### src/rtl/cpu_run_monitor_if.sv
// Dump stream port: one data-RAM word plus its address, moved on valid && ready.
interface cpu_run_monitor_if #(
  parameter int DATA_W = 32,
  parameter int ADDR_W = 9
);
  logic              dump_valid;
  logic              dump_ready;
  logic [DATA_W-1:0] dump_data;
  logic [ADDR_W-1:0] dump_addr;

  modport master (
    output dump_valid,
    output dump_data,
    output dump_addr,
    input  dump_ready
  );

  modport slave (
    input  dump_valid,
    input  dump_data,
    input  dump_addr,
    output dump_ready
  );
endinterface

### src/rtl/cpu_run_monitor.sv
// Run control for the CPU: detects the halt sentinel, drains the pipeline, freezes
// the core, then streams the data RAM out while reporting cycle count and status.
module cpu_run_monitor #(
  parameter int                 INSTR_W      = 32,
  parameter logic [INSTR_W-1:0] HALT_WORD    = 32'hFFFF_FFFF,
  parameter int                 DRAIN_CYCLES = 10,
  parameter int                 DUMP_DEPTH   = 512,
  parameter int                 ADDR_W       = 9,
  parameter int                 DATA_W       = 32,
  parameter int                 CYCLE_W      = 32,
  parameter int                 CYCLE_OFFSET = 4,
  parameter int                 MAX_CYCLES   = 100000
) (
  input  logic                clk,
  input  logic                RESET,
  input  logic                start,
  input  logic [INSTR_W-1:0]  instr_d,
  output logic                cpu_stall,
  output logic                dbg_rd_en,
  output logic [ADDR_W-1:0]   dbg_addr,
  input  logic [DATA_W-1:0]   dbg_rd_data,
  cpu_run_monitor_if.master   dump,
  output logic [CYCLE_W-1:0]  cycle_count,
  output logic                halted,
  output logic                timeout,
  output logic                done
);

  // The run counter is kept at least 32 bits wide so the cycle limit can be
  // compared even when the reported count is narrow and already saturated.
  localparam int RUN_W = (CYCLE_W > 32) ? CYCLE_W : 32;
  localparam int DRN_W = (DRAIN_CYCLES > 1) ? $clog2(DRAIN_CYCLES) : 1;

  localparam logic [DRN_W-1:0]  DRAIN_LAST = DRN_W'(DRAIN_CYCLES - 1);
  localparam logic [ADDR_W-1:0] IDX_LAST   = ADDR_W'(DUMP_DEPTH - 1);
  localparam logic [RUN_W-1:0]  RUN_LIMIT  = RUN_W'(MAX_CYCLES);
  localparam logic [RUN_W:0]    CC_MAX     = (RUN_W+1)'({CYCLE_W{1'b1}});
  localparam logic [RUN_W:0]    CC_OFFSET  = (RUN_W+1)'(CYCLE_OFFSET);

  typedef enum logic [2:0] {
    ST_IDLE,
    ST_RUN,
    ST_DRAIN,
    ST_RDREQ,
    ST_RDWAIT,
    ST_PRESENT,
    ST_DONE
  } state_t;

  state_t              state_reg,       state_next;
  logic [RUN_W-1:0]    run_cnt_reg,     run_cnt_next;
  logic [DRN_W-1:0]    drain_cnt_reg,   drain_cnt_next;
  logic [ADDR_W-1:0]   idx_reg,         idx_next;
  logic [CYCLE_W-1:0]  cycle_count_reg, cycle_count_next;
  logic                halted_reg,      halted_next;
  logic                timeout_reg,     timeout_next;
  logic                done_reg,        done_next;
  logic                stall_reg,       stall_next;
  logic                valid_reg,       valid_next;
  logic [DATA_W-1:0]   data_reg,        data_next;
  logic [ADDR_W-1:0]   addr_reg,        addr_next;

  logic [RUN_W-1:0]    run_cnt_inc;
  logic [RUN_W:0]      cc_sum;
  logic [CYCLE_W-1:0]  cc_sat;
  logic                halt_hit;
  logic                limit_hit;
  logic                accept;

  // Both counters saturate so a very long run can never wrap back into range.
  assign run_cnt_inc = (run_cnt_reg == {RUN_W{1'b1}}) ? run_cnt_reg : run_cnt_reg + 1'b1;
  assign cc_sum      = {1'b0, run_cnt_inc} + CC_OFFSET;
  assign cc_sat      = (cc_sum > CC_MAX) ? {CYCLE_W{1'b1}} : cc_sum[CYCLE_W-1:0];

  // An X/Z on instr_d makes the equality unknown, which never selects the halt path.
  assign halt_hit  = (instr_d == HALT_WORD);
  assign limit_hit = (MAX_CYCLES != 0) && (run_cnt_inc == RUN_LIMIT);
  assign accept    = valid_reg && dump.dump_ready;

  always_ff @(posedge clk or negedge RESET) begin
    if (!RESET) begin
      state_reg       <= ST_IDLE;
      run_cnt_reg     <= '0;
      drain_cnt_reg   <= '0;
      idx_reg         <= '0;
      cycle_count_reg <= '0;
      halted_reg      <= 1'b0;
      timeout_reg     <= 1'b0;
      done_reg        <= 1'b0;
      stall_reg       <= 1'b1;
      valid_reg       <= 1'b0;
      data_reg        <= '0;
      addr_reg        <= '0;
    end else begin
      state_reg       <= state_next;
      run_cnt_reg     <= run_cnt_next;
      drain_cnt_reg   <= drain_cnt_next;
      idx_reg         <= idx_next;
      cycle_count_reg <= cycle_count_next;
      halted_reg      <= halted_next;
      timeout_reg     <= timeout_next;
      done_reg        <= done_next;
      stall_reg       <= stall_next;
      valid_reg       <= valid_next;
      data_reg        <= data_next;
      addr_reg        <= addr_next;
    end
  end

  always_comb begin
    state_next       = state_reg;
    run_cnt_next     = run_cnt_reg;
    drain_cnt_next   = drain_cnt_reg;
    idx_next         = idx_reg;
    cycle_count_next = cycle_count_reg;
    halted_next      = halted_reg;
    timeout_next     = timeout_reg;
    done_next        = done_reg;
    stall_next       = stall_reg;
    valid_next       = valid_reg;
    data_next        = data_reg;
    addr_next        = addr_reg;

    case (state_reg)
      ST_IDLE, ST_DONE: begin
        if (start) begin
          state_next       = ST_RUN;
          run_cnt_next     = '0;
          cycle_count_next = '0;
          halted_next      = 1'b0;
          timeout_next     = 1'b0;
          done_next        = 1'b0;
          stall_next       = 1'b0;
        end
      end

      ST_RUN: begin
        run_cnt_next     = run_cnt_inc;
        cycle_count_next = cc_sat;
        if (halt_hit) begin
          halted_next    = 1'b1;
          drain_cnt_next = '0;
          state_next     = ST_DRAIN;
        end else if (limit_hit) begin
          timeout_next   = 1'b1;
          drain_cnt_next = '0;
          state_next     = ST_DRAIN;
        end
      end

      // Core keeps running so in-flight instructions retire before the freeze.
      ST_DRAIN: begin
        if (drain_cnt_reg == DRAIN_LAST) begin
          stall_next     = 1'b1;
          drain_cnt_next = '0;
          idx_next       = '0;
          state_next     = ST_RDREQ;
        end else begin
          drain_cnt_next = drain_cnt_reg + 1'b1;
        end
      end

      ST_RDREQ: begin
        state_next = ST_RDWAIT;
      end

      ST_RDWAIT: begin
        data_next  = dbg_rd_data;
        addr_next  = idx_reg;
        valid_next = 1'b1;
        state_next = ST_PRESENT;
      end

      ST_PRESENT: begin
        if (accept) begin
          valid_next = 1'b0;
          if (idx_reg == IDX_LAST) begin
            done_next  = 1'b1;
            state_next = ST_DONE;
          end else begin
            idx_next   = idx_reg + 1'b1;
            state_next = ST_RDREQ;
          end
        end
      end

      default: begin
        state_next = ST_IDLE;
      end
    endcase
  end

  assign cpu_stall       = stall_reg;
  assign dbg_rd_en       = (state_reg == ST_RDREQ);
  assign dbg_addr        = idx_reg;
  assign dump.dump_valid = valid_reg;
  assign dump.dump_data  = data_reg;
  assign dump.dump_addr  = addr_reg;
  assign cycle_count     = cycle_count_reg;
  assign halted          = halted_reg;
  assign timeout         = timeout_reg;
  assign done            = done_reg;

endmodule

### src/flat_wrapper.sv
// flat-port wrapper written by rule: the top's interface ports become plain ports
module cpu_run_monitor_flat 
#(
  parameter int                 INSTR_W      = 32,
  parameter logic [INSTR_W-1:0] HALT_WORD    = 32'hFFFF_FFFF,
  parameter int                 DRAIN_CYCLES = 10,
  parameter int                 DUMP_DEPTH   = 512,
  parameter int                 ADDR_W       = 9,
  parameter int                 DATA_W       = 32,
  parameter int                 CYCLE_W      = 32,
  parameter int                 CYCLE_OFFSET = 4,
  parameter int                 MAX_CYCLES   = 100000
)
  (clk, RESET, start, instr_d, cpu_stall, dbg_rd_en, dbg_addr, dbg_rd_data, cycle_count, halted, timeout, done, dump_dump_valid, dump_dump_data, dump_dump_addr, dump_dump_ready);
  cpu_run_monitor_if #(.DATA_W(DATA_W), .ADDR_W(ADDR_W)) dump_i ();
  input  logic clk;
  input  logic RESET;
  input  logic start;
  input  logic [INSTR_W-1:0] instr_d;
  output logic cpu_stall;
  output logic dbg_rd_en;
  output logic [ADDR_W-1:0] dbg_addr;
  input  logic [DATA_W-1:0] dbg_rd_data;
  output logic [CYCLE_W-1:0] cycle_count;
  output logic halted;
  output logic timeout;
  output logic done;
  output wire logic [$bits(dump_i.dump_valid)-1:0] dump_dump_valid;
  output wire logic [$bits(dump_i.dump_data)-1:0] dump_dump_data;
  output wire logic [$bits(dump_i.dump_addr)-1:0] dump_dump_addr;
  input wire logic [$bits(dump_i.dump_ready)-1:0] dump_dump_ready;
  assign dump_dump_valid = dump_i.dump_valid;
  assign dump_dump_data = dump_i.dump_data;
  assign dump_dump_addr = dump_i.dump_addr;
  assign dump_i.dump_ready = dump_dump_ready;
  cpu_run_monitor #(.INSTR_W(INSTR_W), .HALT_WORD(HALT_WORD), .DRAIN_CYCLES(DRAIN_CYCLES), .DUMP_DEPTH(DUMP_DEPTH), .ADDR_W(ADDR_W), .DATA_W(DATA_W), .CYCLE_W(CYCLE_W), .CYCLE_OFFSET(CYCLE_OFFSET), .MAX_CYCLES(MAX_CYCLES)) u_core (.clk(clk), .RESET(RESET), .start(start), .instr_d(instr_d), .cpu_stall(cpu_stall), .dbg_rd_en(dbg_rd_en), .dbg_addr(dbg_addr), .dbg_rd_data(dbg_rd_data), .dump(dump_i), .cycle_count(cycle_count), .halted(halted), .timeout(timeout), .done(done));
endmodule
### config.mk
export PLATFORM = sky130hd
export DESIGN_NAME = cpu_run_monitor_flat
export DESIGN_NICKNAME = d
export VERILOG_FILES = /design/src/rtl/cpu_run_monitor_if.sv /design/src/rtl/cpu_run_monitor.sv /design/src/flat_wrapper.sv
export SDC_FILE = /design/constraint.sdc
export NUM_CORES = 1
export LEC_CHECK = 0
export ABC_AREA = 1
export ABC_CLOCK_PERIOD_IN_PS = 4100
export CAP_MARGIN = 15
export CORE_ASPECT_RATIO = 1.5
export CORE_UTILIZATION = 53
export DETAILED_ROUTE_END_ITERATION = 8
export PLACE_DENSITY = 0.82
export SETUP_SLACK_MARGIN = 0.02
export SLEW_MARGIN = 10
export SYNTH_ARGS = -nofsm -noshare
export SYNTH_HDL_FRONTEND = slang
export SYNTH_SLANG_ARGS = --single-unit
### constraint.sdc
create_clock -name clk -period 4.1 [get_ports clk]
set_input_delay 1.23 -clock clk [delete_from_list [all_inputs] [get_ports clk]]
set_output_delay 1.23 -clock clk [all_outputs]
set_load 0.05 [all_outputs]
; After elaboration in Yosys (flattened, before gate mapping)
; Index checks and enable logic that the tools add are counted.
[word_totals]
regBits = 126
in_bits = 68
output_inout_bits = 88
wordCells = 88
[op_classes]
addsub = 4
n_lt_le_gt_ge = 1
eq_ne = 20
mux = 33
reduce_logical = 18
[op_table]
columns = op, n
row1 = 32-bit case mux with 2 select lines, 2
row2 = 32-bit 2-to-1 mux, 3
row3 = 32-bit equality test (second input constant), 2
row4 = 32-bit by 3-bit adder with 33-bit output (second input constant), 1
row5 = 33-bit by 32-bit > comparator with 1-bit output (second input constant), 1
row6 = 32-bit by 1-bit adder with 32-bit output (second input constant), 1
row7 = 32-bit by 17-bit equality test with 1-bit output (second input constant), 1
row8 = 9-bit 2-to-1 mux, 3
row9 = 3-bit 2-to-1 mux, 6
row10 = 3-bit case mux with 6 select lines, 1
row11 = 9-bit case mux with 2 select lines, 1
row12 = 4-bit AND reduction, 4
row13 = 4-bit 2-to-1 mux, 3
row14 = 2-bit nonzero test, 6
row15 = 2-bit by 1-bit inequality test with 1-bit output (second input constant), 5
row16 = 1-bit case mux with 2 select lines, 5
row17 = 9-bit by 1-bit adder with 9-bit output (second input constant), 1
row18 = 3-bit equality test (second input constant), 3
row19 = 9-bit equality test (second input constant), 1
row20 = 1-bit 2-to-1 mux, 8
row21 = 4-bit case mux with 2 select lines, 1
row22 = 3-bit by 2-bit equality test with 1-bit output (second input constant), 2
row23 = 2-bit inequality test (second input constant), 3
row24 = 2-bit AND reduction, 3
row25 = other kinds (8), 9

; Longest topological paths before layout
; Gate-level depths: netlist of the first run.
[logic_depth]
word_depth = 6
ltp_mapped = 24
depth_no_buf = 21

; Least setup slack after synthesis of the first run
; Ideal clock, no wire load.
[synth_timing]
kind = flip-flop to flip-flop
start = register u_core.run_cnt_reg[1]
end = register u_core.cycle_count_reg[10], in the netlist u_core.cycle_count[10]
setup_ns = 0.147
arrival_ns = 2.945
t_required_ns = 3.953
setup_slack_ns = 1.008
path_stages_with_launch = 22
path_buffers = 3
period_less_slack_ns = 3.092
cell_sequence = dfrtp_1 -> ha_1 -> nand2_2 -> nor2_4 -> nand2_4 -> nor2_8 -> nand2_2 -> buf_6 -> buf_4 -> nand2_1 -> ha_1 -> nand2_1 -> nor2_2 -> nand3_1 -> nor2_2 -> xor2_1 -> nor2_1 -> nand3_1 -> nor2_1 -> nand2_2 -> buf_6 -> nand3_2
[synth_between]
elab_chain_len = 6
elab_cells_between_ends = 7
cone_classes = add/sub: 2 / order compare: 1 / eq/ne: 1 / mux: 3
[synth_rtl]
columns = element, line
row1 = "start, declared", cpu_run_monitor.sv:51  ; logic [RUN_W-1:0] run_cnt_reg, run_cnt_next;
row2 = "start signal, assigned", cpu_run_monitor.sv:96  ; run_cnt_reg <= run_cnt_next;
row3 = 32-bit by 1-bit adder with 32-bit output / 32-bit equality test (equally long branches), cpu_run_monitor.sv:71  ; assign run_cnt_inc = (run_cnt_reg == {RUN_W{1'b1}}) ? run_cnt_reg : run_cnt_reg + 1'b1;
row4 = 32-bit 2-to-1 mux (*), cpu_run_monitor.sv:71
row5 = 32-bit by 3-bit adder with 33-bit output (*), cpu_run_monitor.sv:72  ; assign cc_sum = {1'b0, run_cnt_inc} + CC_OFFSET;
row6 = 33-bit by 32-bit > comparator with 1-bit output, cpu_run_monitor.sv:73  ; assign cc_sat = (cc_sum > CC_MAX) ? {CYCLE_W{1'b1}} : cc_sum[CYCLE_W-1:0];
row7 = 32-bit 2-to-1 mux (*), cpu_run_monitor.sv:73
row8 = 32-bit case mux with 2 select lines (*), cpu_run_monitor.sv:124  ; case (state_reg)
row9 = "end signal, assigned", cpu_run_monitor.sv:99  ; cycle_count_reg <= cycle_count_next;
row10 = "end, declared", cpu_run_monitor.sv:54  ; logic [CYCLE_W-1:0] cycle_count_reg, cycle_count_next;
; Mark *: on every way between the ends. The rest lies on a longest branch, timed or not.
; A chain may end at the register's enable or synchronous reset.

; Worst setup path in the final report of the first run
[layout_timing]
start = register u_core.run_cnt_reg[1]
end = register u_core.cycle_count_reg[28], in the netlist u_core.cycle_count[28]
; Same word-level chain as after synthesis.

==> results of run 1 <==
==> cells by family after synthesis <==
group | share of synthesized area
xor gates and xnor gates | 0.0145
DFF | 0.403
AOI/OAI and AO/OA | 0.0857
adders and majority gates | 0.0128
buffers and inverters | 0.0827
muxes | 0.0460
and+or+nand+nor | 0.356
==> stage by stage <==
step | utilization | power [mW] | instance area [um^2] | setup WS [ns] | cells
2_1_floorplan | - | 3.31 | 7840 | 1.01 | 1048
3_3_place_gp | 0.659 | 4.13 | 9570 | 0.309 | 1382
3_5_place_dp | 0.659 | 4.17 | 9570 | 0.256 | 1382
4_1_cts | 0.699 | 5.70 | 10200 | 0.199 | 1414
5_1_grt | 0.700 | 5.93 | 10200 | 0.186 | 1414
6_report | 0.700 | 5.69 | 10200 | 0.392 | 1414
==> cell type report <==
cell class	count	area [um^2]
fillers	1197	4360
multi-input cells	763	4040
flip-flops and latches	126	3150
repair buffers	165	1640
inverters	132	495
clock buffers	18	439
well taps	196	245
clock inverters	14	146
==> power by group <==
group / switching, mW / internal [mW] / total, mW
clock: 0.644 / 0.871 / 1.51
sequential: 0.180 / 1.52 / 1.70
combinational: 1.68 / 0.794 / 2.48
==> cells in the final DEF, fill, tap and decap left out, drive strengths merged <==
cell type,n
ha,8
nand3,89
buf,11
dfstp,1
nor4,7
nor2,131
inv,136
o32ai,1
clkinv,7
a22o,4
or2,4
nand2,321
bufinv,1
a2bb2oi,1
o31ai,1
dfrtp,125
mux2,32
a21oi,11
o21ai,69
xnor2,1
a31oi,1
clkbuf,18
o21bai,1
nand4,29
o22ai,25
xor2,12
clkdlybuf4s50,154
clkinvlp,2
a22oi,5
and2,1
nor3,9
==> layer usage <==
metal  vias to the layer above  global-route usage  part of all wire
met5                         -                   0                 0
met4                         0               0.239             0.070
met3                       114              0.0752             0.063
met2                       322               0.594              0.50
met1                      3566               0.361              0.36
li1                       3709                   -                 -
==> tightest hold or removal path: stages, from the launching register on <==
cell and delay, ns:
dfrtp_1 0.35, nand2_1 0.05, o21ai_0 0.06
==> how the worst min path moves through the flow <==
stage,to,slack (ns),cells after the start
3_5_place_dp,u_core.dump.dump_addr[5],0.48,2
5_1_grt,u_core.dump.dump_addr[5],0.51,2
3_3_place_gp,u_core.dump.dump_addr[8],0.47,2
4_1_cts,u_core.dump.dump_addr[5],0.49,2
2_1_floorplan,u_core.drain_cnt_reg[3],0.47,2
6_report,u_core.dump.dump_addr[5],0.49,2
==> flow_summary.yaml, run 1 <==
floorplan:
  core_um2: 14500
  ios: 156
  chipHeight_um: 151
  rows: 54
  die_w_um: 101
  die_area_um2: 15300
  start_util: 0.539
routing:
  firstDrtPassIters: 5
  drtAntennaViolNets: 0
  wire_per_inst_um: 17.4
  routed_wl_um: 24700
  drt_iter0_drc: 428
  drcViolationCount: 0
  viasPerCell: 5.45
  vias: 7711
global_route:
  grt_first_pass_wirelength_um: 39100
  grt_usage: 0.340
  grt_max_degree: 57
  grt-ovfl-total: 0
  grt_pass1_vias: 7810
  antenna_found_initial: 0
critical_path:
  path_buf_inv: 3
  crit_cells: 20
  rrSetupSlack_ns: 0.39
  cp-end-kind: "flip-flop"
  cp.required_ns: 4.38
  crit_path_frequent_cell: "nand2_1"
  startpoint: "u_core.run_cnt_reg[1]"
  critPathKind: "flip-flop to flip-flop"
  crit_chain: "ha_1 -> nand2_2 -> nor2_4 -> nand2_4 -> nor2_8 -> nand2_4 -> buf_4 -> nand2_1 -> nand2_1 -> nor2_2 -> nand3_2 -> o21ai_0 -> nand2_1 -> inv_1 -> nor2_1 -> nand3_1 -> nor2_2 -> nand2_2 -> buf_6 -> nand3_2"
  crit_family: "simple AND/OR/NAND/NOR gates"
  crit_arrival_ns: 3.99
  reg2reg_depth: 20
  crit_slowest_cell: "dfrtp_1"
  rr_startpoint: "u_core.run_cnt_reg[1]"
  endpoint: "u_core.cycle_count[28]"
  start_kind: "flip-flop"
  max_stage_delay_ns: 0.41
  crit_fanout: 31
  regToRegEndpoint: "u_core.cycle_count[28]"
sta:
  fin_crit_ns: 3.71
  rsz0062_at_grt: "false"
  setup_viol: 0
  relSlewSlack: 0.305
  fmax_mhz: 270
  finalHoldViolCount: 0
  finalSetupTns_ns: 0
  fin_worst_skew_ns: 0.0109
  worst_pin_slew_ns: 1.04
  finalCritPeriodShare: 0.904
  slew_violations: 0
  holdWs_ns: 0.489
yosys:
  async_flop_share: 1.00
  seq_area_frac_synth: 0.403
  ys_types: 42
  synth_largest_area_cell: "dfrtp_1"
  synth_common_cells: "nand2_1, inv_1, dfrtp_1"
  avgSynthCellArea_um2: 7.48
  synth.net_count: 1124
  syn_area_um2: 7840
  synth_edf_count: 0
  ys_seq_elements: 126
  postSynthCellCount: 1048
  ys_warn_count: 0
  synthFlopType: "dfrtp_1"
  synth_top_area_frac: 0.399
  ys_top_cells_by_area: "dfrtp_1, nand2_1, inv_1"
  synth.most_common_cell: "nand2_1"
power_and_ir_drop:
  ir_drop_v: 0.000569
  cellLeakagePower_nw: 4.61
  pwr_density_cell_nw_per_um2: 560
clock_tree:
  cts.sinks: 126
  ctsResizeCount: 0
  insertion_delay_ns: 0.43
  cts-htree-levels: 4
  clockRootBuffer: "clkbuf_16"
  post_cts_buffers: 0
  clk_pin_slew_ns: 0.07
  cts_buffers: 17
  clockBufferDepth: 2
  hold_buffers: 0
  cts_tree: "yes"
layout:
  drive_above_1_share: 0.135
  syn_to_final_growth_pct: 29.7
  fin_nets: 1281
  antenna_cells: 0
min_path:
  hold_start: "u_core.dump.dump_addr[5]"
  hp-class: "flip-flop to flip-flop"
placed_design:
  place_hpwl_um: 18600
  place_congestion: 0.971
  port_buffers: 155
run:
  maxCapViolCount: 0
run_status:
  status: "finished clean"
Power figures use the tool's default switching activity.
==> inputs of run 2 (changes only) <==
--- a/config.mk
+++ b/config.mk
@@ -6,7 +6,7 @@
 export NUM_CORES = 1
 export LEC_CHECK = 0
 export ABC_AREA = 1
-export ABC_CLOCK_PERIOD_IN_PS = 4100
+export ABC_CLOCK_PERIOD_IN_PS = 3500
 export CAP_MARGIN = 15
 export CORE_ASPECT_RATIO = 1.5
 export CORE_UTILIZATION = 53
==> constraint.sdc (replaced) <==
create_clock -name clk -period 3.5 [get_ports clk]
set_input_delay 1.05 -clock clk [delete_from_list [all_inputs] [get_ports clk]]
set_output_delay 1.05 -clock clk [all_outputs]
set_load 0.05 [all_outputs]
==> run 2 against run 1 <==
- clock power grew 9%
- first-iteration DRC count decreased by 11%
- power is 15% higher
- worst hold slack better by 0.0036 ns
- largest cell class unchanged
- utilization is 0.32 points higher
- critical path depth is 1 higher
- worst setup slack got worse by 0.12 ns
- final cell count rose by 0.35%
- combinational power grew 17%
==> flow_summary.yaml, run 2 (synthesis results as in run 1) <==
sta:
  worst_pin_slew_ns: 1.03
  relSlewSlack: 0.309
  finalHoldViolCount: 0
  setup_viol: 0
  slew_violations: 0
  fmax_mhz: 310
  finalSetupTns_ns: 0
  fin_crit_ns: 3.23
  fin_worst_skew_ns: 0.0100
  finalCritPeriodShare: 0.922
  rsz0062_at_grt: "false"
  holdWs_ns: 0.493
routing:
  viasPerCell: 5.45
  wire_per_inst_um: 17.1
  firstDrtPassIters: 7
  drtAntennaViolNets: 0
  routed_wl_um: 24300
  drt_iter0_drc: 382
  vias: 7731
  drcViolationCount: 0
critical_path:
  cp.required_ns: 3.85
  reg2reg_depth: 21
  crit_arrival_ns: 3.58
  cp-end-kind: "flip-flop"
  regToRegEndpoint: "u_core.cycle_count[20]"
  crit_fanout: 12
  rrSetupSlack_ns: 0.27
  max_stage_delay_ns: 0.44
  rr_startpoint: "u_core.run_cnt_reg[1]"
  crit_chain: "ha_4 -> nand2_2 -> nor2_4 -> nand2_4 -> nor2_8 -> nand2_4 -> nand2_2 -> ha_1 -> nand2_1 -> inv_1 -> nand2_2 -> nor2_4 -> nand4_1 -> nand2_1 -> nand2_1 -> nor2_1 -> nand3_1 -> nor2_1 -> nand2_2 -> buf_4 -> nand3_2"
  crit_slowest_cell: "dfrtp_1"
  crit_path_frequent_cell: "nand2_2"
  critPathKind: "flip-flop to flip-flop"
  start_kind: "flip-flop"
clock_tree:
  cts.sinks: 126
  cts-htree-levels: 4
  clockBufferDepth: 2
  cts_buffers: 17
  insertion_delay_ns: 0.43
  hold_buffers: 0
  cts_tree: "yes"
  clk_pin_slew_ns: 0.07
  clockRootBuffer: "clkbuf_16"
min_path:
  holdPathEnd: "u_core.dump.dump_addr[3]"
  hold_start: "u_core.dump.dump_addr[3]"
  worstHoldPathCells: 2
  hp-class: "flip-flop to flip-flop"
placed_design:
  place_congestion: 0.995
  place_hpwl_um: 18300
  port_buffers: 155
run_status:
  status: "finished clean"
layout:
  final_cell_mix: "nand2_1, clkdlybuf4s50_1, inv_1"
  antenna_cells: 0
  syn_to_final_growth_pct: 30.3
  final_common_cell: "nand2_1"
  fin_nets: 1286
  final_util: 0.703
  drive_above_1_share: 0.146
run:
  maxCapViolCount: 0
global_route:
  grt-ovfl-total: 0
  top_usage_layer: "met2"
  grtUsageMet2: 0.599
  grtUsageMet1: 0.343
  grtUsageMet3: 0.0743
  antenna_found_initial: 0
  grt_first_pass_wirelength_um: 38200
  grt_pass1_vias: 7837
  grt_max_degree: 54
  grt_usage: 0.331
power_and_ir_drop:
  cellLeakagePower_nw: 4.60
  pwr_density_cell_nw_per_um2: 642
  ir_drop_v: 0.000732
floorplan:
  ios: 156
  rows: 54
  core_um2: 14500
  die_area_um2: 15300
  die_w_um: 101
  start_util: 0.539
  chipHeight_um: 151
run 2: layout make-up:
| class | instances | area [um^2] |
|---|---|---|
| Clock buffer | 18 | 429 |
| Clock inverter | 14 | 110 |
| Fill cell | 1193 | 4320 |
| Inverter | 132 | 495 |
| Multi-Input combinational cell | 763 | 4090 |
| Sequential cell | 126 | 3150 |
| Tap cell | 196 | 245 |
| Timing Repair Buffer | 170 | 1690 |
run 2: critical path, delay by kind of cell (launching register included):
family	cells	cell delay (ns)
adder cells (fa/ha/maj)	2	0.38
buffers and inverters	2	0.32
flip-flops	1	0.44
AND/OR/NAND/NOR	17	1.99
run 2: what timing repair did:
action	4_1_cts	5_1_grt
pin swaps	0	1
setup endpoints to repair	1	31
buffers inserted	0	1
resized for setup	1	16
hold endpoints to repair	0	0
run 2: power by group:
part	switching (mW)	leakage, nW	internal, mW	total, mW
registers	0.224	1.66	1.78	2.00
logic	1.98	2.69	0.936	2.91
clock network	0.727	0.248	0.914	1.64
run 2: worst max path at each step:
| stage | start | endpoint | slack (ns) | depth (start not counted) |
|---|---|---|---|---|
| 3_3_place_gp | u_core.run_cnt_reg[1] | u_core.cycle_count[31] | 0.14 | 21 |
| 2_1_floorplan | u_core.run_cnt_reg[1] | u_core.cycle_count[10] | 0.41 | 21 |
| 4_1_cts | u_core.run_cnt_reg[1] | u_core.cycle_count[31] | 0.06 | 19 |
| 5_1_grt | u_core.run_cnt_reg[24] | u_core.cycle_count[20] | 0.02 | 20 |
| 6_report | u_core.run_cnt_reg[1] | u_core.cycle_count[20] | 0.27 | 21 |
| 3_5_place_dp | u_core.run_cnt_reg[1] | u_core.cycle_count[31] | 0.1 | 19 |
run 2: stage by stage:
stage	power [mW]	instances	worst slack, ns	area [um^2]
after floorplan	3.88	1048	0.408	7840
after global placement	4.85	1386	0.144	9600
after detailed placement	4.89	1386	0.0989	9600
after CTS	6.55	1418	0.0571	10100
after global routing	6.82	1419	0.0158	10200
final	6.56	1419	0.274	10200
run 2: per-layer routing:
metal,wire [um],share of wire,vias to the layer above
met5,0,0,-
met4,1420,0.058,0
met3,1660,0.069,93
met2,12600,0.52,314
met1,8550,0.35,3609
li1,-,-,3715
